==> src/rtl/alu_driver.sv <==
// Drives operands to a fixed-latency ALU and captures its result and flags.
// Latency: result valid ALU_LAT cycles after command accept; one command in flight.
// Backpressure: result held until res_ready; cmd_ready low from accept until the cycle after handoff.
module alu_driver #(
    parameter int WIDTH   = 18,
    parameter int ALU_LAT = 2
) (
    input  logic             clk,
    input  logic             rst,
    input  logic             cmd_valid,
    output logic             cmd_ready,
    input  logic [WIDTH-1:0] cmd_a,
    input  logic [WIDTH-1:0] cmd_b,
    output logic [WIDTH-1:0] A,
    output logic [WIDTH-1:0] B,
    input  logic [WIDTH-1:0] ALU_out,
    input  logic             ovf,
    input  logic             isZero,
    output logic             res_valid,
    input  logic             res_ready,
    output logic [WIDTH-1:0] res_data,
    output logic             res_ovf,
    output logic             res_zero,
    output logic [7:0]       ovf_count,
    output logic             zero_err
);

    typedef enum logic [1:0] {IDLE, WAIT, RESP} state_t;

    typedef struct packed {
        logic [WIDTH-1:0] dat;
        logic             ovf;
        logic             zero;
    } res_t;

    // Counter value seen at the edge where the ALU output is due.
    localparam logic [3:0] LAT_LAST = 4'(ALU_LAT - 1);

    state_t           state_q, state_d;
    logic [WIDTH-1:0] a_q, a_d, b_q, b_d;
    logic [3:0]       cnt_q, cnt_d;
    res_t             res_q, res_d;
    logic             res_vld_q, res_vld_d;
    logic [7:0]       ovf_cnt_q, ovf_cnt_d;
    logic             zero_err_q, zero_err_d;
    logic             cmd_rdy;

    assign cmd_rdy = (state_q == IDLE) && !rst;

    always_comb begin
        state_d    = state_q;
        a_d        = a_q;
        b_d        = b_q;
        cnt_d      = cnt_q;
        res_d      = res_q;
        res_vld_d  = res_vld_q;
        ovf_cnt_d  = ovf_cnt_q;
        zero_err_d = zero_err_q;
        case (state_q)
            IDLE: begin
                if (cmd_valid && cmd_rdy) begin
                    a_d     = cmd_a;
                    b_d     = cmd_b;
                    cnt_d   = 4'd0;
                    state_d = WAIT;
                end
            end
            WAIT: begin
                if (cnt_q == LAT_LAST) begin
                    res_d.dat = ALU_out;
                    res_d.ovf  = ovf;
                    res_d.zero = isZero;
                    res_vld_d  = 1'b1;
                    state_d    = RESP;
                    if (ovf && (ovf_cnt_q != 8'hFF)) begin
                        ovf_cnt_d = ovf_cnt_q + 8'd1;
                    end
                    if (isZero != (ALU_out == '0)) begin
                        zero_err_d = 1'b1;
                    end
                end else begin
                    cnt_d = cnt_q + 4'd1;
                end
            end
            RESP: begin
                if (res_ready) begin
                    res_vld_d = 1'b0;
                    state_d   = IDLE;
                end
            end
            default: state_d = IDLE;
        endcase
    end

    always_ff @(posedge clk or posedge rst) begin
        if (rst) begin
            state_q    <= IDLE;
            a_q        <= '0;
            b_q        <= '0;
            cnt_q      <= '0;
            res_q      <= '0;
            res_vld_q  <= 1'b0;
            ovf_cnt_q  <= '0;
            zero_err_q <= 1'b0;
        end else begin
            state_q    <= state_d;
            a_q        <= a_d;
            b_q        <= b_d;
            cnt_q      <= cnt_d;
            res_q      <= res_d;
            res_vld_q  <= res_vld_d;
            ovf_cnt_q  <= ovf_cnt_d;
            zero_err_q <= zero_err_d;
        end
    end

    assign cmd_ready = cmd_rdy;
    assign A         = a_q;
    assign B         = b_q;
    assign res_valid = res_vld_q;
    assign res_data  = res_q.dat;
    assign res_ovf   = res_q.ovf;
    assign res_zero  = res_q.zero;
    assign ovf_count = ovf_cnt_q;
    assign zero_err  = zero_err_q;

endmodule

==> config.mk <==
export PLATFORM = sky130hd
export DESIGN_NAME = alu_driver
export DESIGN_NICKNAME = d
export VERILOG_FILES = /design/src/rtl/alu_driver.sv
export SDC_FILE = /design/constraint.sdc
export NUM_CORES = 1
export LEC_CHECK = 0
export BUFFER_PORTS_ARGS = -buffer_cell sky130_fd_sc_hd__buf_2
export CORE_MARGIN = 5
export CORE_UTILIZATION = 53
export CTS_BUF_LIST = sky130_fd_sc_hd__clkbuf_8
export CTS_CLUSTER_DIAMETER = 30
export DETAILED_ROUTE_END_ITERATION = 16
export PLACE_DENSITY = 0.95
export SETUP_SLACK_MARGIN = 0.4
export SYNTH_ARGS = -nofsm -noshare
export SYNTH_HDL_FRONTEND = slang
export SYNTH_SLANG_ARGS = --single-unit
==> constraint.sdc <==
create_clock -name clk -period 4.6 [get_ports clk]
set_clock_uncertainty 0.2 [all_clocks]
set_input_delay 0.46 -clock clk [delete_from_list [all_inputs] [get_ports clk]]
set_output_delay 0.46 -clock clk [all_outputs]
set_load 0.005 [all_outputs]
# --- Yosys cells after proc, flatten, opt, wreduce, memory -nomap -nowiden ---
# Index checks and enable logic that the tools add are counted.
totals:
  ff_bits: 72
  inputBits: 60
op_classes:
  reduce_logical: 15
  mux: 10
  eq_ne: 9
  n_addsub: 2
ops:
  columns: ["operator", "count"]
  rows:
  - ["$logic_not 18->1", 1]
  - ["$reduce_and 3->1", 5]
  - ["$add 8x1->8 const B", 1]
  - ["$mux 4", 2]
  - ["$ne 8x8->1 const B", 1]
  - ["$pmux 4 s2", 1]
  - ["$mux 2", 3]
  - ["$ne 2x2->1 const B", 3]
  - ["$pmux 2 s3", 1]
  - ["$add 4x1->4 const B", 1]
  - ["$eq 4x1->1 const B", 1]
  - ["$reduce_and 2->1", 2]
  - ["$reduce_bool 2->1", 2]
  - ["$logic_and 1x1->1", 3]
  - ["$eq 2x1->1 const B", 1]
  - ["$eq 2x2->1 const B", 1]
  - ["$logic_not 2->1", 1]
  - ["$mux 1", 2]
  - ["$ne 2x1->1 const B", 1]
  - ["$pmux 1 s2", 1]
  - ["$logic_not 1->1", 1]
  - ["$ne 1x1->1", 1]

# --- Longest topological paths before layout ---
# Gate-level depths: netlist (run 1).
depth:
  ltp_word: 5
  mapped_depth: 6
  mapped_depth_nobuf: 6

# --- Least setup slack after synthesis (run 1) ---
# No wires, ideal clock.
synth_timing:
  kind: "in2reg"
  startpoint: "input port ALU_out[12]"
  endpoint: "register zero_err_q, in the netlist zero_err"
  stages: 4
  n_path_buf: 0
  required_time_ps: 4330
  arrival_time_ps: 1758
  slack_ps: 2573
  setup_time_ps: 70
  path_cell_list: "or4_4 > or4_1 > o31a_1 > nand3_1"
synth_via:
  elab_chain_len: 3
synth_lines:
  columns: ["item", "line", "text"]
  rows:
  - ["start, declared", "16", "input logic [WIDTH-1:0] ALU_out,"]
  - ["$logic_not 18->1", "78", "if (isZero != (ALU_out == '0)) begin"]
  - ["$ne 1x1->1", "78", null]
  - ["$reduce_and 3->1 (no line)", null, null]
  - ["end signal, assigned", "113", "zero_err_q <= zero_err_d;"]
  - ["end, declared", "45", "logic zero_err_q, zero_err_d;"]
# Every way passes these cells.
# A chain may end at the register's enable or synchronous reset.

# --- Worst setup path after layout (run 1) ---
layout_timing:
  startpoint: "register cnt_q[1]"
  endpoint: "register res_q (netlist bit res_data[8])"
layout_via:
  elab_chain_len: 2
layout_lines:
  columns: ["item", "line", "text"]
  rows:
  - ["start, declared", "41", "logic [3:0] cnt_q, cnt_d;"]
  - ["start signal, assigned", "109", "cnt_q <= cnt_d;"]
  - ["$eq 4x1->1", "69", "if (cnt_q == LAT_LAST) begin"]
  - ["$reduce_and 2->1 (no line)", null, null]
  - ["end signal, assigned", "110", "res_q <= res_d;"]
  - ["end, declared", "42", "res_t res_q, res_d;"]
# Every way passes these cells.

==> out/results.tsv, run 1 <==
stage	metric	value	unit
sta	worst_slew_pin_slew	1.17	ns
floorplanning	die_w	84.2	µm
sta	timing.fmax	391	MHz
final_layout	drive_above_1_share	40.0	%
setup_path	critical_path_required	4.60	ns
floorplanning	dieArea	7090	µm²
setup_path	reg2reg_from	cnt_q[1]	
clock_network	htreeDepth	3	
sta	hold_ws	0.0318	ns
place	port_buffers	126	
final_layout	most-common-layout-cells	buf_2 (126), nand2_1 (122), dfrtp_1 (72)	
pwr	power	2390	µW
setup_path	start_kind	flop	
clock_network	clockBufferDepth	2	
setup_path	reg2reg_to	res_data[8]	
clock_network	cts_buffers	9	
detailed_routing	firstDrtPassIters	4	
logic_synthesis	synth_ff_type	dfrtp_1	
final_layout	postLayoutCellArea	3810	µm²
final_layout	syn_to_final_growth	30.7	%
grt	grt_pass1_vias	2585	
setup_path	crit_start	cnt_q[1]	
pwr	ir_drop	0.415	mV
clock_network	clock_sinks	72	
outcome	status	finished, final reports clean	
clock_network	holdBufCountCts	0	
sta	slew_headroom	21.6	%
logic_synthesis	ys_ff_latch	72	
sta	min_period	2.56	ns
detailed_routing	drc	0	
detailed_routing	num_vias	2420	
setup_path	critPathCapture	res_data[8]	
clock_network	cts_tree	done	
sta	setup_slack	2.04	ns
place	dp_hpwl	5170	µm
floorplanning	initial_core_util	53.6	%
floorplanning	row_count	27	
logic_synthesis	async_flop_share	100	%
grt	overflow	0	
grt	grt_max_degree	41	
floorplanning	core_area	5440	µm²
setup_path	reg2reg_slack	2.04	ns
logic_synthesis	syn_area	2920	µm²
logic_synthesis	synth_edf_count	0	
logic_synthesis	synth_compound_area_share	2.53	%
floorplanning	boundaryPins	127	
clock_network	clk_pin_slew	0.08	ns
floorplanning	fp.dieH	84.2	µm
setup_path	crit_fanout	22	
clock_network	post_cts_buffers	0	
grt	grt_util_all_layers	20.7	%
final_layout	antennaDiodeCount	0	
detailed_routing	wl_per_cell	14.3	µm
sta	setup_violations	0	
setup_path	critPathKind	reg -> reg	
place	place_ws	2.06	ns
place	place_congestion	0.792	
grt	grt_pass1_wl	11900	µm
clock_network	cts-root-buf	clkbuf_8	
logic_synthesis	synth_top_family_by_area	simple AND/OR/NAND/NOR gates	
logic_synthesis	syn_nets	343	
logic_synthesis	synthAdderAreaFrac	1.29	%
sta	timing.final.hold_violations	0	
grt	antenna_found_initial	0	
place	dpl_cell_area	3610	µm²
setup_path	cp.arrival	2.56	ns
clock_network	post_cts_resize_count	0	
logic_synthesis	synthXorXnorAreaFrac	1.50	%
logic_synthesis	syn_inst	280	
pwr	p_leak	0.00208	µW
clock_network	insertion_delay	0.32	ns
setup_path	worstSetupEndpointType	flop	
job	drv_cap	0	
logic_synthesis	yosysUniqueCellTypes	33	
sta	drv_slew	0	
min_path	hp-class	in -> async	
detailed_routing	vias_per_cell	4.99	
sta	tns	0	ns
final_layout	final.fill_count	409	
logic_synthesis	synth_warnings	0	
setup_path	r2r_cells	5	
logic_synthesis	synthMuxAreaShare	8.83	%
final_layout	mostFrequentLayoutCell	buf_2	
sta	rsz0062_at_grt	false	
detailed_routing	ant_nets	0	
logic_synthesis	synth_simple_gate_area_share	21.9	%
pwr	power_density	625	nW/µm²
sta	min_period_over_period	55.6	%
logic_synthesis	syn_area_per_cell	10.4	µm²
detailed_routing	drt_iter0_drc	114	
final_layout	layout.nets	471	
logic_synthesis	ys_seq_area_share	61.7	%
detailed_routing	routed_wl	6950	µm
## per-layer routing
layer / global-route usage, % / wire (µm) / up-vias
met2: 33.0 / 3380 / 102
met1: 25.8 / 2820 / 1143
met3: 8.05 / 684 / 8
met5: 0 / 0 / -
li1: - / - / 1167
met4: 7.16 / 64 / 0
## sequential cells by signal (all words and copies together), names as in the netlist
signal	cells
A	18
B	18
cnt_q	4
ovf_count	8
res_data	18
res_ovf	1
res_valid	1
res_zero	1
state_q	2
zero_err	1
## cell type report
| type | instances | area, µm² | share of cell area (%) |
|---|---|---|---|
| Timing Repair Buffer | 128 | 646 | 16.9 |
| Clock inverter | 5 | 55.1 | 1.44 |
| Inverter | 5 | 18.8 | 0.492 |
| Tap cell | 72 | 90.1 | 2.36 |
| Multi-Input combinational cell | 192 | 1050 | 27.6 |
| Sequential cell | 72 | 1800 | 47.2 |
| Clock buffer | 11 | 151 | 3.97 |
## where the power goes
part	internal, µW	switching (µW)	leakage [µW]
logic	398	400	0.00110
registers	912	167	0.000881
clock network	278	231	0.000101
## cells in the mapped netlist (all sizes together) (2+ instances only)
library cell	instances	share of area, %
and4	2	0.60
o21ai	3	0.51
ha	3	1.3
a21oi	2	0.34
nor2	5	0.64
nand3	3	0.51
xnor2	5	1.5
buf	3	0.51
nand4	6	1.3
or4	4	1.2
inv	5	0.64
dfrtp	72	62
nand2	122	16
mux2	22	8.5
clkbuf	8	1.0
## worst min-delay path by stage
| stage | endpoint | slack [ns] |
|---|---|---|
| 2_1_floorplan | A[0] | 0.27 |
| 3_3_place_gp | B[14] | 0.26 |
| 3_5_place_dp | A[4] | 0.26 |
| 4_1_cts | B[4] | 0.05 |
| 5_1_grt | B[4] | 0.07 |
| 6_report | B[4] | 0.03 |
## through the flow
stage               utilization [%]  instances
floorplan                         -        280
global placement               66.3        469
detailed placement             66.3        469
global route                   70.1        485
finish                         70.1        485
CTS                            70.1        485
## critical path: stages (launching register included)
cell and delay [ns]:
dfrtp_1 0.40, inv_1 0.09, ha_1 0.18, nor3b_2 0.40, nand2_1 0.65, mux2_1 0.53
## cells by family after synthesis
kind of cell,after synthesis
AO/OA/AOI/OAI,11
XOR/XNOR,5
AND/OR/NAND/NOR,150
adder cells (fa/ha/maj),3
buffers and inverters,16
multiplexers,23
flip-flops,72
No activity file was read; power rests on OpenSTA's default activity.
==> run 2: changes to the inputs <==
--- a/config.mk
+++ b/config.mk
@@ -7,11 +7,11 @@
 export LEC_CHECK = 0
 export BUFFER_PORTS_ARGS = -buffer_cell sky130_fd_sc_hd__buf_2
 export CORE_MARGIN = 5
-export CORE_UTILIZATION = 53
+export CORE_UTILIZATION = 49
 export CTS_BUF_LIST = sky130_fd_sc_hd__clkbuf_8
 export CTS_CLUSTER_DIAMETER = 30
 export DETAILED_ROUTE_END_ITERATION = 16
-export PLACE_DENSITY = 0.95
+export PLACE_DENSITY = 0.89
 export SETUP_SLACK_MARGIN = 0.4
 export SYNTH_ARGS = -nofsm -noshare
 export SYNTH_HDL_FRONTEND = slang
==> constraint.sdc (replaced) <==
create_clock -name clk -period 2.5 [get_ports clk]
set_clock_uncertainty 0.2 [all_clocks]
set_input_delay 0.25 -clock clk [delete_from_list [all_inputs] [get_ports clk]]
set_output_delay 0.25 -clock clk [all_outputs]
set_load 0.005 [all_outputs]
==> run 2 against run 1 <==
Effect of this change:
- register-to-register slack worse by 1.5 ns
- sequential power increased by 86%
- maximum frequency rose by 28%
- via count is 15% higher
- non-clock buffer count increased by 63
- global-route usage up 2.9 points
- cell count grew 13%
- count of clock-buffer cells in the layout is the same
- critical endpoint is now res_zero
- largest power group unchanged
==> out/results.tsv, run 2 (same netlist as run 1, synthesis figures left out) <==
stage	metric	value	unit
grt	overflow	0	
pwr	p_clk_share	18.2	%
sta	min_period_over_period	79.8	%
final_layout	drive_above_1_share	36.4	%
grt	grt_pass1_vias	2925	
setup_path	reg2reg_slack	0.50	ns
setup_path	worstSetupEndpointType	flop	
final_layout	layout.nets	534	
final_layout	final_util	76.0	%
setup_path	cp.arrival	2.01	ns
final_layout	syn_to_final_growth	52.4	%
setup_path	critPathKind	reg -> reg	
pwr	switchingPower	1560	µW
clock_network	insertion_delay	0.34	ns
detailed_routing	drc	0	
pwr	ir_drop	0.672	mV
pwr	internal_power	2920	µW
sta	tns	0	ns
floorplanning	fp.dieH	87.2	µm
final_layout	mostFrequentLayoutCell	buf_2	
grt	use_met3	8.99	%
detailed_routing	firstDrtPassIters	5	
clock_network	clk_pin_slew	0.07	ns
final_layout	antennaDiodeCount	0	
pwr	sw_frac_of_total	34.9	%
place	port_buffers	126	
floorplanning	initial_core_util	49.9	%
grt	grt_pass1_wl	13800	µm
clock_network	clockBufferDepth	2	
final_layout	final.fill_count	371	
grt	grtUsageMet2	42.0	%
detailed_routing	vias_per_cell	5.04	
grt	use_met1	25.0	%
detailed_routing	wl_per_cell	16.5	µm
pwr	p_seq_share	44.9	%
clock_network	cts_tree	done	
final_layout	multi_input_area	1070	µm²
sta	rsz0062_at_grt	true	
job	drv_cap	0	
final_layout	seq_area	1800	µm²
sta	timing.fmax	501	MHz
floorplanning	dieArea	7600	µm²
floorplanning	die_w	87.2	µm
clock_network	clock_sinks	72	
final_layout	most-common-layout-cells	buf_2 (126), nand2_1 (121), dfrtp_1 (72)	
min_path	hp-class	in -> reg	
detailed_routing	num_vias	2773	
setup_path	start_kind	flop	
grt	grt_util_all_layers	23.6	%
floorplanning	row_count	28	
pwr	p_leak	0.00238	µW
setup_path	critical_path_required	2.51	ns
place	place_congestion	0.767	
detailed_routing	routed_wl	9050	µm
place	dp_hpwl	5290	µm
outcome	status	finished, final reports clean	
clock_network	cts_buffers	9	
sta	drv_slew	0	
sta	min_period	2.00	ns
sta	worst_slew_pin_slew	0.719	ns
sta	hold_ws	0.0460	ns
sta	setup_violations	0	
clock_network	cts-root-buf	clkbuf_8	
place	dpl_cell_area	3650	µm²
pwr	power_density	1010	nW/µm²
pwr	pwr-share-comb	36.9	%
floorplanning	core_area	5850	µm²
final_layout	postLayoutCellArea	4450	µm²
grt	grt-busiest-layer	met2	
detailed_routing	ant_nets	0	
grt	grt_max_degree	41	
floorplanning	boundaryPins	127	
clock_network	htreeDepth	3	
sta	timing.final.hold_violations	0	
setup_path	crit_fanout	21	
sta	slew_headroom	52.0	%
grt	antenna_found_initial	0	
detailed_routing	drt_iter0_drc	90	
==> run 2: timing repair <==
action / in CTS / in global routing
buffers inserted: 0 / 3
endpoints found under the hold margin: 88 / 0
gates resized for setup: 1 / 8
setup endpoints to repair: 1 / 35
hold buffers: 57 / 0
pin swaps: 0 / 5
==> run 2: per-stage QoR <==
| step | power [µW] | cells | setup WS, ns |
|---|---|---|---|
| 6_report | 4480 | 550 | 0.504 |
| 5_1_grt | 4800 | 550 | 0.379 |
| 4_1_cts | 4430 | 547 | 0.420 |
| 3_5_place_dp | 3530 | 475 | 0.405 |
| 3_3_place_gp | 3420 | 475 | 0.538 |
| 2_1_floorplan | 2750 | 280 | 0.581 |
==> run 2: area by class of cell <==
type | count | area share [%]
Tap cell | 75 | 2.11
Multi-Input combinational cell | 192 | 24.1
Clock buffer | 11 | 3.40
Sequential cell | 72 | 40.5
Timing Repair Buffer | 191 | 28.9
Clock inverter | 4 | 0.478
Inverter | 5 | 0.506
==> run 2: worst paths after layout <==
check | from | endpoint | cells past startpoint
setup / recovery | cnt_q[1] | res_zero | 6
hold / removal | cmd_valid | cnt_q[3] | 3
setup reg to reg | cnt_q[1] | res_zero | 6
hold reg to reg | A[4] | A[4] | 2
max in group asynchronous | rst | res_valid | 4
min in group asynchronous | rst | A[17] | 3
==> run 2: layer usage <==
metal	up-vias	wire length, µm
met2	134	4710
li1	1299	-
met1	1305	3390
met4	0	259
met5	-	0
met3	35	691
==> run 2: power by group through the flow <==
stage / Combinational, µW / Sequential, µW / Clock [µW]
finish: 1650 / 2010 / 815
global route: 1850 / 2060 / 888
CTS: 1610 / 1980 / 835
detailed placement: 1530 / 1990 / 0
global placement: 1450 / 1960 / 0
floorplan: 740 / 2010 / 0
==> run 2: critical path, stage by stage, from the launching register on <==
cell,delay [ns]
dfrtp_1,0.41
inv_1,0.09
ha_1,0.18
nor3b_4,0.27
nand2_1,0.12
buf_4,0.24
mux2_1,0.36
